## src/rtl/hazard_pkg.sv

```systemverilog
// hazard_pkg: shared types and default parameters for the pipeline hazard controller.
package hazard_pkg;
  typedef enum logic [1:0] {HOLD, RUN, FREEZE, HALT} state_e;
  localparam logic [4:0] XZR = 5'd31;
  localparam int unsigned WDT_LIMIT_DEF = 255;
  localparam int unsigned CNT_W_DEF = 16;
  localparam int unsigned HOLD_CYC_DEF = 2;
  function automatic logic load_use(input logic mem_read, input logic [4:0] rd,
                                    input logic [4:0] rn, input logic [4:0] rm, input logic uses_rm);
    return mem_read && (rd != XZR) && ((rd == rn) || (uses_rm && rd == rm));
  endfunction
endpackage

```

## src/rtl/hazard_controller_sat_counter.sv

```systemverilog
// sat_counter: saturating up-counter with synchronous clear that overrides increment.
module sat_counter #(
  parameter int unsigned CNT_W = 16
) (
  input  logic             clk_i,
  input  logic             rst_ni,
  input  logic             inc,
  input  logic             clr,
  output logic [CNT_W-1:0] q
);
  logic [CNT_W-1:0] q_d;
  always_comb q_d = clr ? '0 : (inc && q != '1) ? q + 1'b1 : q;
  always_ff @(posedge clk_i or negedge rst_ni)
    if (!rst_ni) q <= '0;
    else q <= q_d;
endmodule

```

## src/rtl/hazard_controller.sv

```systemverilog
// hazard_controller: stall/flush/freeze control for a 5-stage pipeline with a memory
// watchdog and saturating performance counters.
module hazard_controller
  import hazard_pkg::*;
#(
  parameter int unsigned WDT_LIMIT = WDT_LIMIT_DEF,
  parameter int unsigned CNT_W = CNT_W_DEF,
  parameter int unsigned HOLD_CYC = HOLD_CYC_DEF
) (
  input  logic             CLOCK,
  input  logic             RESET_N,
  input  logic [4:0]       IF_ID_Rn,
  input  logic [4:0]       IF_ID_Rm,
  input  logic             IF_ID_UsesRm,
  input  logic             ID_EX_MemRead,
  input  logic [4:0]       ID_EX_Rd,
  input  logic             BranchTaken,
  input  logic             MemBusy,
  input  logic             CntClear,
  output logic             PCWrite,
  output logic             IF_ID_Write,
  output logic             PipeEn,
  output logic             ID_EX_Bubble,
  output logic             Flush_IF_ID,
  output logic             Flush_ID_EX,
  output logic             Flush_EX_MEM,
  output logic             Fault,
  output logic [CNT_W-1:0] StallCnt,
  output logic [CNT_W-1:0] FlushCnt,
  output logic [CNT_W-1:0] FreezeCnt
);
  state_e state_q, state_d;
  logic [7:0] hold_q, hold_d, wdt_q, wdt_d;
  logic fault_q, fault_d;
  logic stall_inc, flush_inc, freeze_inc, flush_all, active, hazard;
  assign hazard = load_use(ID_EX_MemRead, ID_EX_Rd, IF_ID_Rn, IF_ID_Rm, IF_ID_UsesRm);
  assign active = (state_q == RUN) || (state_q == FREEZE);
  assign Flush_IF_ID = flush_all;
  assign Flush_ID_EX = flush_all;
  assign Flush_EX_MEM = flush_all;
  assign Fault = fault_q;
  always_comb begin
    state_d = state_q;
    hold_d = hold_q;
    wdt_d = wdt_q;
    PCWrite = 1'b1;
    IF_ID_Write = 1'b1;
    PipeEn = 1'b1;
    ID_EX_Bubble = 1'b0;
    flush_all = 1'b0;
    stall_inc = 1'b0;
    flush_inc = 1'b0;
    freeze_inc = 1'b0;
    if (state_q == HOLD) begin
      {PCWrite, IF_ID_Write, PipeEn, flush_all} = 4'b0001;
      hold_d = hold_q + 8'd1;
      if (hold_q == 8'(HOLD_CYC - 1)) begin
        state_d = RUN;
        hold_d = '0;
      end
    end else if (state_q == HALT) begin
      {PCWrite, IF_ID_Write, PipeEn} = 3'b000;
    end else if (MemBusy) begin
      {PCWrite, IF_ID_Write, PipeEn} = 3'b000;
      freeze_inc = 1'b1;
      wdt_d = wdt_q + 8'd1;
      state_d = (wdt_d == 8'(WDT_LIMIT)) ? HALT : FREEZE;
    end else begin
      // Leaving FREEZE is itself a RUN cycle, so a held branch is taken here.
      wdt_d = '0;
      state_d = RUN;
      if (BranchTaken) begin
        flush_all = 1'b1;
        flush_inc = 1'b1;
      end else if (hazard) begin
        {PCWrite, IF_ID_Write, ID_EX_Bubble} = 3'b001;
        stall_inc = 1'b1;
      end
    end
    fault_d = fault_q || (state_d == HALT);
  end
  always_ff @(posedge CLOCK or negedge RESET_N)
    if (!RESET_N) begin
      state_q <= HOLD;
      hold_q <= '0;
      wdt_q <= '0;
      fault_q <= 1'b0;
    end else begin
      state_q <= state_d;
      hold_q <= hold_d;
      wdt_q <= wdt_d;
      fault_q <= fault_d;
    end
  sat_counter #(.CNT_W(CNT_W)) u_stall (.clk_i(CLOCK), .rst_ni(RESET_N), .inc(stall_inc),
    .clr(CntClear && active), .q(StallCnt));
  sat_counter #(.CNT_W(CNT_W)) u_flush (.clk_i(CLOCK), .rst_ni(RESET_N), .inc(flush_inc),
    .clr(CntClear && active), .q(FlushCnt));
  sat_counter #(.CNT_W(CNT_W)) u_freeze (.clk_i(CLOCK), .rst_ni(RESET_N), .inc(freeze_inc),
    .clr(CntClear && active), .q(FreezeCnt));
endmodule
```

## config.mk

```make
export PLATFORM = sky130hd
export DESIGN_NAME = hazard_controller
export DESIGN_NICKNAME = d
export VERILOG_FILES = /design/src/rtl/hazard_pkg.sv /design/src/rtl/hazard_controller_sat_counter.sv /design/src/rtl/hazard_controller.sv
export SDC_FILE = /design/constraint.sdc
export NUM_CORES = 1
export LEC_CHECK = 0
export ABC_CLOCK_PERIOD_IN_PS = 2800
export BUFFER_PORTS_ARGS = -buffer_cell sky130_fd_sc_hd__buf_2
export CAP_MARGIN = 40
export CORE_ASPECT_RATIO = 0.9
export CORE_MARGIN = 2
export CORE_UTILIZATION = 35
export DETAILED_ROUTE_END_ITERATION = 12
export GPL_TIMING_DRIVEN = 0
export PLACE_DENSITY_LB_ADDON = 0.2
export SYNTH_ARGS = -nofsm -noshare
export SYNTH_HDL_FRONTEND = slang
export SYNTH_SLANG_ARGS = --single-unit
```

## constraint.sdc

```tcl
create_clock -name CLOCK -period 2.8 [get_ports CLOCK]
set_input_delay 0 -clock CLOCK [delete_from_list [all_inputs] [get_ports CLOCK]]
set_output_delay 0 -clock CLOCK [all_outputs]
set_load 0.05 [all_outputs]
```

### Yosys cells after proc, flatten, opt, wreduce, memory -nomap -nowiden

Index checks and enable logic that the tools add are counted.

* output and inout bits: 56
* register bits after elaboration: 67
* logic and storage cells: 75

* bitwise gates (word level): 2
* add/subtract/negate cells: 5
* mux-type cells: 34
* reduce and logical (&&, ||, !) cells: 15
* equal/unequal tests: 12

Operator list (number)
* 16-bit 2-to-1 mux: 6
* 16-bit by 1-bit adder with 16-bit output (second input constant): 3
* 16-bit != test (second input constant): 3
* 1-bit 2-to-1 mux: 22
* 8-bit by 1-bit adder with 8-bit output (second input constant): 2
* 8-bit 2-to-1 mux: 2
* 5-bit equality test: 2
* 8-bit by 1-bit equality test with 1-bit output (second input constant): 1
* 8-bit equality test (second input constant): 1
* 2-bit 2-to-1 mux: 4
* 1-bit logical AND: 7
* 2-bit equality test (second input constant): 3
* 2-bit nonzero test: 3
* 5-bit != test (second input constant): 1
* 1-bit logical OR: 3
* 2-bit by 1-bit equality test with 1-bit output (second input constant): 1
* 2-bit logical NOT: 1
* 1-bit NOT: 2
* 2-bit AND reduction: 1

### Logic depth before layout (Yosys ltp)

Gate-level depths: netlist of the first run.

* depth in word-level cells: 12
* gate-level depth with buffers: 10
* gate-level depth less buffers: 9

### Modules after synthesis

From an unflattened synthesis of the first run, not the netlist that was laid out.

* cells, all modules: 439
* area total of the unflattened synthesis: 4165.2 um^2

By module, submodules not included
* sat_counter: seq. area each 400.4 um^2, area each 942.2 um^2, times used 3, cells an instance 98
* hazard_controller: seq. area each 475.5 um^2, area each 1338.8 um^2, times used 1, cells an instance 145

### Worst setup path before layout of the first run

Ideal clock, no wire load.

* path kind: reg-to-reg
* start point: register state_q[0]
* end point: register u_flush.q[11]
* path buffers: 0
* slack: 0.330 ns
* clock period less this slack: 2.470 ns
* required time: 2.722 ns
* setup time: 0.078 ns
* stages on the path, launching flop included: 8
* data arrival time: 2.392 ns
* cells stage by stage: dfrtp_1 > inv_1 > ha_1 > or4b_4 > or3_4 > a21o_4 > or4_1 > a21oi_1

* longest elaborated chain between the ends: 5

RTL lines
* start, declared: line hazard_controller.sv:32 `state_e state_q, state_d;`
* start signal, assigned: line hazard_controller.sv:89 `state_q <= state_d;`
* 2-bit equality test: line hazard_controller.sv:61 `end else if (state_q == HALT) begin`
* 1-bit 2-to-1 mux: line hazard_controller.sv:61
* 1-bit 2-to-1 mux: line hazard_controller.sv:54 `if (state_q == HOLD) begin`
* 1-bit logical AND: line hazard_controller_sat_counter.sv:12 `always_comb q_d = clr ? '0 : (inc && q != '1) ? q + 1'b1 : q;`
* 2-bit nonzero test (no source line)
* end signal, assigned: line hazard_controller_sat_counter.sv:15 `else q <= q_d;`
* end, declared: line hazard_controller_sat_counter.sv:9 `output logic [CNT_W-1:0] q`

Parallel ways exist; a longest one is shown, timed or not.
A chain may end at the register's enable or synchronous reset.

### Worst setup path in the final report of the first run

Same ends and word-level chain as after synthesis.

==> results.cfg, run 1 <==
[drt]
remaining_drc_errors = 0
drt_first_iter_violations = 222
totalWireLength_mm = 10.26
drt_first_pass_iters = 4
vias_per_cell = 5.358
final_antenna_net_count = 0
detailroute.via_count = 3670
detail_route.wl_per_cell_um = 14.98

[flow_run]
number_of_maximum_capacitance_violations = 0

[setup_path]
reg2reg_depth = 7
worst_r2r_startpoint = state_q[0]
critPathCapture = u_flush.q[11]
timing.rr.end = u_flush.q[11]
path_max_fanout = 6
ff2ff_setup_slack_ns = 0.13
required_ns = 3.05
setup.worst_path.start = state_q[0]
startpoint_type = register
sort_of_element_at_the_end_of_the_critical_path = register
worst-endpoint-arrival_ns = 2.92
timing_worst_setup_path_type = register to register

[grt]
initial_antenna_violation_count = 1
maximum_number_of_pins_on_one_net_before_global_route_repair = 39
global_route_overflow = 0
groute.usage.overall_pct = 17.73
first_global_vias = 3546
grt_first_pass_wirelength_mm = 17.21

[floorplan]
die_height_um = 105.0
boundaryPins = 78
initial_utilization_pct = 36.27
fp-row-count = 36
die-area_um2 = 12210
floorplan.core_area_um2 = 10950
die_x_um = 116.3

[finish]
flow.area_growth_from_synthesis_pct = 23.32
final_standard_cell_utilization_of_the_core_pct = 44.73
layoutNonFillerInstCount = 685
number_of_antenna_diodes = 0
layout.area.seq_um2 = 1677
layout.nets = 559
filler_cell_count = 1083
drive_gt1_share_pct = 21.01
area_of_the_multi_input_gates_um2 = 2170

[timing]
report.final.hold_viol_count = 0
finalSetupViolCount = 0
achievable-frequency_mhz = 374.7
totalNegativeSetupSlack_ns = 0
timing.final.max_slew_violations = 0
grt_setup_unrepaired = false
max_slew.worst_pin.slew_ns = 0.9178
finalCriticalPeriod_ns = 2.669
fin_worst_skew_ns = 0.005273
period_share_pct = 95.32
slew-limit-headroom_pct = 38.01

[synth]
ys.flop_type = dfrtp_1
synth-warning-count = 0
post_synth_inst_count = 437
synth_largest_area_cell = dfrtp_1
synth_top_cell_area_share_pct = 42.23
synthMostInstantiatedCell = dfrtp_1
async_reset_ff_share_pct = 100.0
netlist_top_cells_count = dfrtp_1 (67), nand2_1 (43), nor2_1 (35)
synth.yosys.seq_area_share_pct = 42.23
ys_seq_elements = 67
synth.distinct_cells = 55
syn_area_um2 = 3970
yosys-top-cells-area = dfrtp_1 (42%), xnor2_1 (7.1%), nand2_1 (4.1%)
postSynthNetCount = 468
avgSynthCellArea_um2 = 9.085
synth-edff-count = 0

[placed_design]
io_buffers = 76
post-place-cells = 667
finalWeightedCongestion = 0.8834
hpwl_mm = 7.568

[pwr]
total_leakage_power_nw = 2.138
power_per_cell_area_nw_per_um2 = 725.4
vdd_drop_max_v = 0.0002991

[clock_network]
clk_pin_slew_ns = 0.05
clkSinkCount = 67
clk-insertion-delay-late_ns = 0.33
cts_setup_buffers = 0
cts_tree = built
cts-htree-levels = 3
cts-root-buf = clkbuf_16
cts_buffers = 9
longest_clk_path_bufs = 2

[outcome]
outcome = complete, no violations

[hold_path]
hold_path_class = input port to register
holdCritStartpoint = IF_ID_UsesRm
## how the worst min path moves through the flow
stage,end,slack (ns),depth (start not counted)
global placement,wdt_q[4],0.28,2
global route,u_flush.q[2],0.13,3
detailed placement,u_freeze.q[10],-0.03,1
floorplan,Fault,-0.30,0
finish,u_stall.q[1],0.13,5
CTS,u_stall.q[1],0.11,5
## state kept, by name, summed over array words and instances (netlist names)
name        count
hold_q          8
state_q         2
u_flush.q      16
u_stall.q      16
u_freeze.q     16
Fault           1
wdt_q           8
## repair_timing
item	4_1_cts	5_1_grt
endpoints found under the hold margin	72	0
endpoints found under the setup margin	0	5
hold buffers	2	0
gates resized for setup	0	3
## metrics by stage
| step | total power, W | area, um^2 | setup WS (ns) | hold WS (ns) |
|---|---|---|---|---|
| floorplan | 0.002094 | 3970 | 0.3301 | -0.2956 |
| global route | 0.003764 | 4896 | 0.005623 | 0.1321 |
| CTS | 0.003582 | 4881 | 0.1338 | 0.1081 |
| global placement | 0.002417 | 4541 | 0.2016 | 0.2795 |
| finish | 0.003551 | 4896 | 0.1311 | 0.1255 |
| detailed placement | 0.002459 | 4568 | 0.1460 | -0.02981 |
## metal layers
layer	routed length, um	global-route usage [%]	vias to the layer above
met5	11	0	-
met4	149	5.442	2
met3	679	6.381	14
met2	4591	26.58	109
met1	4832	23.85	1755
li1	-	-	1790
## area by class of cell
type,instances,share of cell area (%)
Timing Repair Buffer,80,8.740
Clock inverter,1,0.1022
Multi-Input combinational cell,338,44.31
Tap cell,152,3.884
Inverter,12,0.9200
Clock buffer,15,5.878
Sequential cell,67,34.24
Buffer,20,1.917
## critical path, cell delays in order (launching register included)
cell	delay [ns]
dfrtp_1	0.39
inv_1	0.06
ha_1	0.28
or4b_4	0.61
or3_4	0.42
a21o_4	0.22
or4_1	0.46
a21oi_1	0.16
## kinds of logic (layout without fill, tap and decap cells)
group / after synthesis / in the layout / share of synthesized area [%]
buffers and inverters: 32 / 128 / 3.498
XOR/XNOR: 38 / 38 / 8.383
adder cells (fa/ha/maj): 9 / 9 / 2.836
multiplexers: 9 / 9 / 2.269
flip-flops: 67 / 67 / 42.23
AND/OR/NAND/NOR: 198 / 198 / 26.63
AO/OA/AOI/OAI: 84 / 84 / 14.15
## power breakdown
part	internal, W	leakage [nW]	switching, W
clock network	0.000696	0.146	0.000410
registers	0.00107	0.915	0.000105
logic	0.000369	1.08	0.000899
total	0.00214	2.14	0.00141
## placed cells by master, fill, tap and decap left out, types with 14 or more instances in the layout
master    netlist  layout
clkbuf_1       15      17
o21ai_0        14      14
nand4_1        23      23
dfrtp_1        67      67
nor2_1         35      34
a21oi_1        24      24
nand2_1        43      43
xnor2_1        32      32
nand3_1        21      21
buf_2           0      76
No activity file was read; power rests on OpenSTA's default activity.
==> inputs of run 2 (changes only) <==
- CAP_MARGIN: 40 -> default
- CORE_ASPECT_RATIO: 0.9 -> 1.25
==> run 2 against run 1 <==
- clock power about the same
- count of clock-buffer cells in the layout decreased by 2
- combinational power about the same
- clock skew decreased by 0.00081 ns
- fmax increased by 0.37%
- total power increased by 0.53%
- first-iteration DRC count decreased by 42%
- register-to-register slack about the same
- critical path depth unchanged
- flip-flop and latch count unchanged
- die area about the same
- critical path type unchanged
- critical endpoint unchanged
==> results.cfg, run 2 (synthesis gave the netlist of run 1 again) <==
[outcome]
outcome = complete, no violations

[floorplan]
fp-row-count = 43
initial_utilization_pct = 35.82
die-area_um2 = 12220
die_x_um = 99.26
floorplan.core_area_um2 = 11080
boundaryPins = 78
die_height_um = 123.1

[setup_path]
timing_worst_setup_path_type = register to register
startpoint_type = register
setup.worst_path.start = state_q[0]
critical-path-max-stage-delay_ns = 0.61
worst-endpoint-arrival_ns = 2.90
path_max_fanout = 6
cp_slowest_cell = or4b_4
reg2reg_depth = 7
sort_of_element_at_the_end_of_the_critical_path = register
critical_path.cell_chain = inv_1 -> ha_1 -> or4b_4 -> or3_4 -> a21o_4 -> or4_1 -> a21oi_1
required_ns = 3.05
worst_r2r_startpoint = state_q[0]

[finish]
drive_gt1_share_pct = 20.72
mostFrequentLayoutCells = buf_2 (75), dfrtp_1 (67), nand2_1 (43)
filler_cell_count = 1118
largestRegisters = u_flush.q (16), u_freeze.q (16), u_stall.q (16)
flow.area_growth_from_synthesis_pct = 22.91
layout.nets = 558
stdcell_area_um2 = 4880
number_of_antenna_diodes = 0
most_common_cell_after_layout_fill_and_taps_aside = buf_2

[drt]
drt_first_iter_violations = 128
vias_per_cell = 5.423
remaining_drc_errors = 0
detail_route.wl_per_cell_um = 15.34
final_antenna_net_count = 0
drt_first_pass_iters = 4
totalWireLength_mm = 10.22
detailroute.via_count = 3612

[grt]
maximum_number_of_pins_on_one_net_before_global_route_repair = 68
global_route_overflow = 0
groute.usage.overall_pct = 16.86
grt_first_pass_wirelength_mm = 16.46
initial_antenna_violation_count = 0
first_global_vias = 3327

[clock_network]
longest_clk_path_bufs = 2
cts_tree = built
cts_setup_buffers = 0
cts_buffers = 9
cts-root-buf = clkbuf_16
clk-insertion-delay-late_ns = 0.32
clk_pin_slew_ns = 0.05
clkSinkCount = 67
cts-htree-levels = 3

[timing]
finalCriticalPeriod_ns = 2.659
report.final.hold_viol_count = 0
grt_setup_unrepaired = false
totalNegativeSetupSlack_ns = 0
slew-limit-headroom_pct = 27.40
finalSetupViolCount = 0
fin_worst_skew_ns = 0.004465
achievable-frequency_mhz = 376.1
period_share_pct = 94.97
max_slew.worst_pin.slew_ns = 1.079
timing.final.max_slew_violations = 0
postLayoutSetupSlackWorst_ns = 0.1408

[placed_design]
io_buffers = 76
hpwl_mm = 7.274
dp_slack_ns = 0.1419
placed_cell_area_um2 = 4549
finalWeightedCongestion = 0.8647

[flow_run]
number_of_maximum_capacitance_violations = 0

[hold_path]
holdCritStartpoint = IF_ID_UsesRm
holdPathStages = 5
hold_path_class = input port to register

[pwr]
vdd_drop_max_v = 0.0003353
total_leakage_power_nw = 2.136
power_per_cell_area_nw_per_um2 = 731.6
[run 2: path summary, 6_finish.rpt]
check | slack, ns | to
setup / recovery | 0.14 | u_flush.q[11]
setup reg to reg | 0.14 | u_flush.q[11]
hold reg to reg | 0.48 | hold_q[7]
hold / removal | 0.12 | u_stall.q[1]
max in group asynchronous | 2.27 | wdt_q[5]
min in group asynchronous | 0.23 | u_stall.q[4]
[run 2: critical path, delay by kind of cell, from the launching register on]
| kind | cells | cell delay, ns |
|---|---|---|
| simple gates | 3 | 1.49 |
| flops | 1 | 0.41 |
| fa+ha+maj | 1 | 0.27 |
| compound gates | 2 | 0.36 |
| buf+inv | 1 | 0.06 |
[run 2: per-stage QoR]
stage	hold WS, ns	power, W	cells	utilization, %
floorplan	-0.2956	0.002094	437	-
global placement	0.2794	0.002425	648	40.78
detailed placement	0.04348	0.002462	649	41.05
CTS	0.1082	0.003616	666	43.89
global route	0.1498	0.003796	666	44.03
finish	0.1184	0.003570	666	44.03
[run 2: layout make-up]
cell class              instances  area (um^2)  area share (%)
clock inverters                 2        35.03          0.7179
inverters                      12        45.04          0.9231
well taps                     135        168.9           3.462
repair buffers                 79        430.4           8.821
clock buffers                  13        260.3           5.333
multi-input cells             338         2170           44.46
plain buffers                  20        93.84           1.923
flip-flops and latches         67         1677           34.36
[run 2: report_power, final]
part	leakage [nW]	switching, W	internal (W)
clock	0.146	0.000399	0.000732
combinational	1.08	0.000891	0.000367
sequential	0.915	0.000107	0.00107
[run 2: metal layers]
metal	wire length [um]	vias up	global-route usage [%]
met3	386	8	2.770
li1	-	1790	-
met4	127	0	6.336
met2	5051	72	28.51
met5	0	-	0
met1	4651	1742	21.74
[run 2: what timing repair did]
action / CTS / global route
hold buffers: 2 / 0
gates resized for setup: 0 / 3
endpoints found under the hold margin: 72 / 0
endpoints found under the setup margin: 0 / 5
